--- src/rtl/writeback_queue.sv ---
// In-order writeback queue in front of a small register file; read forwarding is selected by WB_BYPASS_EN.
// Accepted results commit one cycle later at the earliest; in_ready drops when full or in reset, wb_stall holds the head.
module writeback_queue #(
    parameter int DATA_W   = 16,
    parameter int NUM_REGS = 4,
    parameter int ADDR_W   = 2,
    parameter int DEPTH    = 2
) (
    input  logic              clk,
    input  logic              reset,
    input  logic              in_valid,
    output logic              in_ready,
    input  logic [ADDR_W-1:0] in_rd,
    input  logic [DATA_W-1:0] in_data,
    input  logic              wb_stall,
    input  logic [ADDR_W-1:0] rs_addr,
    input  logic [ADDR_W-1:0] rt_addr,
    output logic [DATA_W-1:0] rs_data,
    output logic [DATA_W-1:0] rt_data,
    output logic              commit_valid,
    output logic [ADDR_W-1:0] commit_rd,
    output logic [ADDR_W:0]   pending,
    output logic              hazard
);

    localparam int                PTR_W = (DEPTH > 1) ? $clog2(DEPTH) : 1;
    localparam logic [ADDR_W:0]   FULL  = (ADDR_W+1)'(DEPTH);
    localparam logic [PTR_W-1:0]  LAST  = PTR_W'(DEPTH - 1);
    localparam logic [PTR_W:0]    WRAP  = (PTR_W+1)'(DEPTH);

    logic [DATA_W-1:0] regs   [NUM_REGS];
    logic [ADDR_W-1:0] q_rd   [DEPTH];
    logic [DATA_W-1:0] q_data [DEPTH];
    logic [PTR_W-1:0]  head, tail;
    logic [ADDR_W:0]   count;
    logic              enq, commit;

    function automatic logic [PTR_W-1:0] next_ptr(input logic [PTR_W-1:0] p);
        return (p == LAST) ? '0 : p + 1'b1;
    endfunction

    assign in_ready = !reset && (count < FULL);
    assign enq      = in_valid && in_ready;
    assign commit   = !reset && (count != '0) && !wb_stall;
    assign pending  = count;

    always_ff @(posedge clk) begin
        if (reset) begin
            head         <= '0;
            tail         <= '0;
            count        <= '0;
            commit_valid <= 1'b0;
            commit_rd    <= '0;
            for (int i = 0; i < NUM_REGS; i++) regs[i] <= '0;
        end else begin
            if (enq) tail <= next_ptr(tail);
            if (commit) begin
                head      <= next_ptr(head);
                commit_rd <= q_rd[head];
                // Register 0 is hardwired: the entry still pops and pulses commit_valid.
                if (q_rd[head] != '0) regs[q_rd[head]] <= q_data[head];
            end
            commit_valid <= commit;
            case ({enq, commit})
                2'b10:   count <= count + 1'b1;
                2'b01:   count <= count - 1'b1;
                default: count <= count;
            endcase
        end
    end

    always_ff @(posedge clk) begin
        if (enq) begin
            q_rd[tail]   <= in_rd;
            q_data[tail] <= in_data;
        end
    end

    logic              rs_hit, rt_hit;
    logic [PTR_W:0]    idx_sum;
    logic [PTR_W-1:0]  idx;
`ifdef WB_BYPASS_EN
    logic [DATA_W-1:0] rs_fwd, rt_fwd;
`endif

    // Walk oldest to youngest so the last match seen is the youngest pending write.
    always_comb begin
        rs_hit  = 1'b0;
        rt_hit  = 1'b0;
        idx_sum = '0;
        idx     = '0;
`ifdef WB_BYPASS_EN
        rs_fwd  = '0;
        rt_fwd  = '0;
`endif
        for (int k = 0; k < DEPTH; k++) begin
            idx_sum = {1'b0, head} + (PTR_W+1)'(k);
            if (idx_sum >= WRAP) idx_sum = idx_sum - WRAP;
            idx = idx_sum[PTR_W-1:0];
            if ((ADDR_W+1)'(k) < count) begin
                if (q_rd[idx] == rs_addr) begin
                    rs_hit = 1'b1;
`ifdef WB_BYPASS_EN
                    rs_fwd = q_data[idx];
`endif
                end
                if (q_rd[idx] == rt_addr) begin
                    rt_hit = 1'b1;
`ifdef WB_BYPASS_EN
                    rt_fwd = q_data[idx];
`endif
                end
            end
        end
    end

`ifdef WB_BYPASS_EN
    assign rs_data = (rs_addr == '0) ? '0 : (rs_hit ? rs_fwd : regs[rs_addr]);
    assign rt_data = (rt_addr == '0) ? '0 : (rt_hit ? rt_fwd : regs[rt_addr]);
    assign hazard  = 1'b0;
`else
    assign rs_data = (rs_addr == '0) ? '0 : regs[rs_addr];
    assign rt_data = (rt_addr == '0) ? '0 : regs[rt_addr];
    assign hazard  = ((rs_addr != '0) && rs_hit) || ((rt_addr != '0) && rt_hit);
`endif

endmodule

--- config.mk ---
export PLATFORM = sky130hd
export DESIGN_NAME = writeback_queue
export DESIGN_NICKNAME = d
export VERILOG_FILES = /design/src/rtl/writeback_queue.sv
export SDC_FILE = /design/constraint.sdc
export NUM_CORES = 1
export LEC_CHECK = 0
export CAP_MARGIN = 20
export CORE_ASPECT_RATIO = 1.75
export CORE_MARGIN = 4
export CORE_UTILIZATION = 30
export CTS_BUF_LIST = sky130_fd_sc_hd__clkbuf_16
export DETAILED_ROUTE_END_ITERATION = 8
export PLACE_DENSITY_LB_ADDON = 0.25
export SYNTH_ARGS = -nofsm -noshare
export SYNTH_HDL_FRONTEND = slang
export SYNTH_SLANG_ARGS = --single-unit
--- constraint.sdc ---
create_clock -name clk -period 1.85 [get_ports clk]
set_input_delay 0.185 -clock clk [delete_from_list [all_inputs] [get_ports clk]]
set_output_delay 0.185 -clock clk [all_outputs]
set_load 0.01 [all_outputs]
### After elaboration in Yosys (flattened, before gate mapping)

Memories as Yosys holds them, arrays and structs flattened. A register that Yosys moved wholly into a read port is not among the register bits.
Index checks and enable logic that the tools add are counted.

| storage, ports and cells | value |
|---|---|
| flip-flop bits (word level) | 8 |
| latch bits | 0 |
| bits in writable memories | 100 |
| memory bits (read-only) | 0 |
| output and inout bits | 40 |
| memories | 3 |

Memories:

| memory | depth | bits a word | rd ports | clocked after memory_dff | wr ports | RTL line | text |
|---|---|---|---|---|---|---|---|
| regs | 4 | 16 | 2 | 0 | 4 | 31 | `logic [DATA_W-1:0] regs [NUM_REGS];` |
| q_data | 2 | 16 | 1 | 1 | 1 | 33 | `logic [DATA_W-1:0] q_data [DEPTH];` |
| q_rd | 2 | 2 | 3 | 1 | 1 | 32 | `logic [ADDR_W-1:0] q_rd [DEPTH];` |

| operators by class | value |
|---|---|
| $add $sub $neg | 7 |
| multipliers | 0 |
| div/mod/pow operators | 0 |
| order comparisons | 5 |
| equal/unequal tests | 6 |
| shift-type cells | 0 |
| mux-type cells | 30 |
| bitwise logic cells | 0 |
| reduce and logical (&&, ||, !) cells | 17 |

Operator list:

| operator | number |
|---|---|
| 16-bit 2-to-1 mux | 3 |
| 1-bit 2-to-1 mux | 25 |
| 16-bit OR reduction | 1 |
| 2-bit equality test | 4 |
| 2-bit nonzero test | 4 |
| 1-bit logical AND | 6 |
| 1-bit by 3-bit < comparator with 1-bit output, first input constant | 2 |
| 3-bit case mux with 2 select lines | 1 |
| 2-bit zero test | 2 |
| 3-bit by 1-bit adder with 3-bit output, second input constant | 1 |
| 3-bit by 2-bit < comparator with 1-bit output, second input constant | 1 |
| 3-bit nonzero test | 1 |
| 3-bit by 1-bit subtractor with 3-bit output, second input constant | 1 |
| 1-bit adder, second input constant | 2 |
| 1-bit by 1-bit adder with 2-bit output, second input constant | 1 |
| 2-bit by 1-bit equality test with 1-bit output, second input constant | 1 |
| 2-bit equality test, second input constant | 1 |
| 1-bit by 2-bit greater-or-equal comparator with 1-bit output, second input constant | 1 |
| 2-bit greater-or-equal comparator, second input constant | 1 |
| 1-bit zero test | 2 |
| 2-bit 2-to-1 mux | 1 |
| 1-bit subtractor, second input constant | 2 |
| 1-bit logical OR | 1 |

### Logic depth before layout (Yosys ltp)

An unclocked memory read counts as a cell.

| depth | value |
|---|---|
| depth in word-level cells | 10 |
| mapped depth | 9 |
| gate-level depth less buffers | 8 |

### Least setup slack after synthesis

No wires, ideal clock.

| timing | value |
|---|---|
| kind | reg2reg |
| from | reg count[2], in the netlist pending[2] |
| to | mem q_data[0][0], enable pin |
| library setup time | 0.393 ns |
| data arrival time | 1.810 ns |
| data required time | 1.457 ns |
| slack | -0.352 ns |
| stages on the path, launching flop included | 4 |
| path buffers | 0 |
| clock period less this slack | 2.202 ns |
| path through | dfxtp_1 -> nor3_1 -> nand2_1 -> nor2_1 |

| on the way | value |
|---|---|
| cells in the longest elaborated chain, start to end | 5 |

RTL lines:

| item | RTL line | text |
|---|---|---|
| start, declared | 35 | `logic [ADDR_W:0] count;` |
| start signal, assigned | 65 | `2'b10: count <= count + 1'b1;` |
| start signal, assigned | 66 | `2'b01: count <= count - 1'b1;` |
| start signal, assigned | 67 | `default: count <= count;` |
| 3-bit by 2-bit < comparator with 1-bit output | 42 | `assign in_ready = !reset && (count < FULL);` |
| 1-bit logical AND | 42 |  |
| via in_ready | 12 | `output logic in_ready,` |
| 1-bit logical AND | 43 | `assign enq = in_valid && in_ready;` |
| 1-bit 2-to-1 mux | 73 | `if (enq) begin` |
| 1-bit 2-to-1 mux (not written as such) | 75 | `q_data[tail] <= in_data;` |
| end, declared | 33 |  |

The timed path passes the listed nets, and every way through them passes these cells.

==> key figures <==
Power
  • Sequential power share: between 40% and 50%
  • Power Internal: roughly 4000 uW
  • Clk pwr share: 31.6%
  • Maximum VDD drop: ~0.00039 V
  • Design Power: 5549 uW
  • Combinational fraction of design power: 22.7%
  • Net Sw Power: 1480 uW
  • Leak pwr: about 0.0024 uW
  • Switching part of the total: a little over a quarter
  • PD cells: between 900 and 1000 mW/mm^2

Global routing
  • Grt peak-use layer: met2
  • Residual overflow from global routing: 0
  • Met2 usage: 23.48%
  • Grt met3 use: a little under 2%
  • Largest net degree at the start of global routing: 19
  • First-pass GRT wire length: 16.49 mm
  • Vias in the first global route: 3087
  • GRT Total Usage: 12.75%
  • Initial antenna violation count: 0
  • Global Route met1 Usage: 14.00%

Flow run
  • Maxcap violations: 0

Logic synthesis
  • Ys flop type: edfxtp_1
  • Synthesized area per cell: 13.74 sq um
  • Post-synthesis sequential area ratio: a little over three fifths
  • Top cells by area, synth: edfxtp_1 (58%), mux2_2 (9.4%), a22o_1 (6.5%)
  • Post-synth EDFFs: 84
  • Cell taking the most area after synthesis: edfxtp_1
  • Number of synthesis warnings: 0
  • FF+latch count, synth: 93
  • Post-Syn Instances: 315
  • Post-Syn Nets: between 300 and 400
  • Synth cell types: 36
  • Post-Syn Area: around 0.0043 sq mm
  • Post-synth top area share: around 60%
  • Async SR Flop Fraction: 0%

Drt
  • DR DRC count: 0
  • Post-DRT Antenna Nets: 0
  • Routed wire length: 10.23 mm
  • Vias per cell: around 4.8
  • DRT Pass-1 Iters: 4
  • Iter 0 DRT Violations: 110
  • Routed len/inst: 16.94 um
  • Vias: about 2900

Timing
  • Final worst path period need: 2.021 ns
  • Layout Skew: 0.007720 ns
  • # setup viols final: 1
  • Worst slew margin: 73.49%
  • Crit path setup slack, layout: -0.1715 ns
  • RSZ-0062 raised after global routing: yes
  • Fin Setup TNS: -0.1715 ns
  • Final Cycle Share: 109.3%
  • Worst Tran Pin Value: 0.3865 ns
  • Max-slew violations: 0
  • Endpoints failing hold: 0
  • Max Clk Rate: just under 0.5 GHz

Place
  • Port bufs: 65
  • DP Cell Count: roughly 580
  • GPL Wtd Cong: 0.8318
  • Setup WS pre-CTS: -0.3638 ns
  • HPWL after DPL: 7.343 mm

Clock tree
  • Clk sinks: 93
  • Clock root buffer: clkbuf_16
  • H-tree depth: 3
  • # hold bufs at CTS: 0
  • CTS tree: done
  • CTS max path bufs: 2
  • Worst-path clk slew: about 0.070 ns
  • Worst-Skew Late Latency: 0.34 ns
  • CTS Buf Count: 9

Cells and area
  • Final core utilization: 42.90%
  • Layout cells sized above 1: 31.85%
  • Layout area overhead: 39.30%
  • N_diodes: 0
  • Filler cells: 1291
  • Nets: 453
  • Final Non-Filler Cells: 604

Worst setup path
  • Worst EP required: roughly 1.7 ns
  • Startpoint Class: flip-flop
  • Crit. End Element: output port
  • CP Class: flip-flop to output port
  • CP Data Arrival Time: 1.84 ns
  • Crit Path Max Fanout: 3

Floorplan
  • # IOs: 66
  • Initial Util: between 30% and 40%
  • Die Span Y: 166.9 um
  • Die Width: 98.78 um
  • Die area: 0.01648 sq mm
  • Std cell rows: 57
  • Core Region: 0.01405 sq mm

Status
  • Outcome: finished with violations
  • Failing checks: setup timing

Worst hold path
  • Worst hold path class: input port to flip-flop
-- worst paths after layout --
kind                      from       endpoint  slack, ns  cells past startpoint
setup / recovery    q_rd[1][0]         hazard      -0.17                      6
hold / removal     in_data[11]  q_data[0][11]       0.42                      1
setup reg to reg    q_rd[1][0]     regs[1][1]       0.04                      7
hold reg to reg   commit_rd[0]   commit_rd[0]       0.48                      1
-- sequential cells by signal, summed over array words and instances, names as in the netlist, named ones only --
signal        count
q_data           32
q_rd              4
tail              1
head              1
commit_rd         2
regs             48
commit_valid      1
pending           3
-- critical path, cell delays in order (launching register included) --
cell and delay (ns):
edfxtp_1 0.41, buf_4 0.17, mux2_4 0.27, xnor2_2 0.14, a32oi_2 0.12, a41oi_2 0.22, buf_2 0.16
-- metrics by stage --
stage	hold slack, ns	area (sq um)
4_1_cts	0.4070	5947
5_1_grt	0.4244	6027
6_report	0.4221	6027
2_1_floorplan	0.2839	4352
3_5_place_dp	0.4695	5568
3_3_place_gp	0.4648	5568
-- cell usage after synthesis (3+ instances only) --
cell type and number:
o21ai_0 3, mux2_2 36, nand3_1 3, buf_2 8, mux2i_1 18, a22o_1 32
xnor2_1 3, nand2b_1 3, ha_1 5, edfxtp_1 84, or2_2 6, nor2_1 48
nand2_1 7, clkbuf_1 7, xor2_1 3, dfxtp_1 9, inv_1 13
-- layer usage --
layer | routed length [um] | share of wire (%)
met1 | 3963 | 39
met2 | 5659 | 55
met3 | 382 | 3.7
met4 | 228 | 2.2
met5 | 0 | 0
-- cells by family after synthesis --
| logic type | count (synthesis) | share of synthesized area (%) |
|---|---|---|
| flip-flops | 93 | 62.46 |
| AND/OR/NAND/NOR | 76 | 7.693 |
| multiplexers | 56 | 14.23 |
| AO/OA/AOI/OAI | 48 | 9.601 |
| buffers and inverters | 31 | 3.355 |
| XOR/XNOR | 6 | 1.215 |
| adder cells (fa/ha/maj) | 5 | 1.446 |
-- placed cells by master, fill, tap and decap left out, types with 2 or more instances in the layout --
cell	netlist	final
nor2_2	0	2
a22o_1	32	32
dlymetal6s2s_1	0	2
buf_12	0	11
o21ai_0	3	3
clkbuf_16	0	9
and3_1	2	2
xnor2_1	3	2
clkinv_4	0	2
nand2b_4	0	2
nand3_1	3	2
or2_2	6	2
mux2i_1	18	17
buf_6	2	5
edfxtp_1	84	84
dfxtp_2	0	4
ha_1	5	2
buf_4	1	31
ha_2	0	2
or2_4	0	6
mux2_4	2	3
nor2_1	48	46
dlygate4sd2_1	0	33
inv_2	0	2
mux2_2	36	35
clkdlybuf4s50_1	0	28
xor2_1	3	3
inv_6	0	4
inv_1	13	11
dfxtp_1	9	5
nand2_1	7	7
-- repair_timing --
action,in CTS,in global routing
setup endpoints to repair,45,57
gates resized for setup,57,19
pin swaps,2,4
gates cloned,2,0
buffers inserted,3,2
-- power by group through the flow --
stage / combinational, uW / clock [uW] / sequential, uW
detailed placement: 1230 / 0 / 2580
global placement: 1220 / 0 / 2570
global route: 1360 / 1890 / 2550
CTS: 1240 / 1800 / 2530
finish: 1260 / 1760 / 2540
floorplan: 632 / 0 / 2580
-- area by class of cell --
type	instances	area [sq um]	share of cell area, %
multi-input cells	192	1608	26.68
clock inverters	7	63.81	1.059
inverters	13	48.80	0.8096
repair buffers	113	1152	19.12
well taps	177	221.5	3.674
flip-flops and latches	93	2708	44.92
clock buffers	9	225.2	3.737
(Power assumes the default switching activity.)
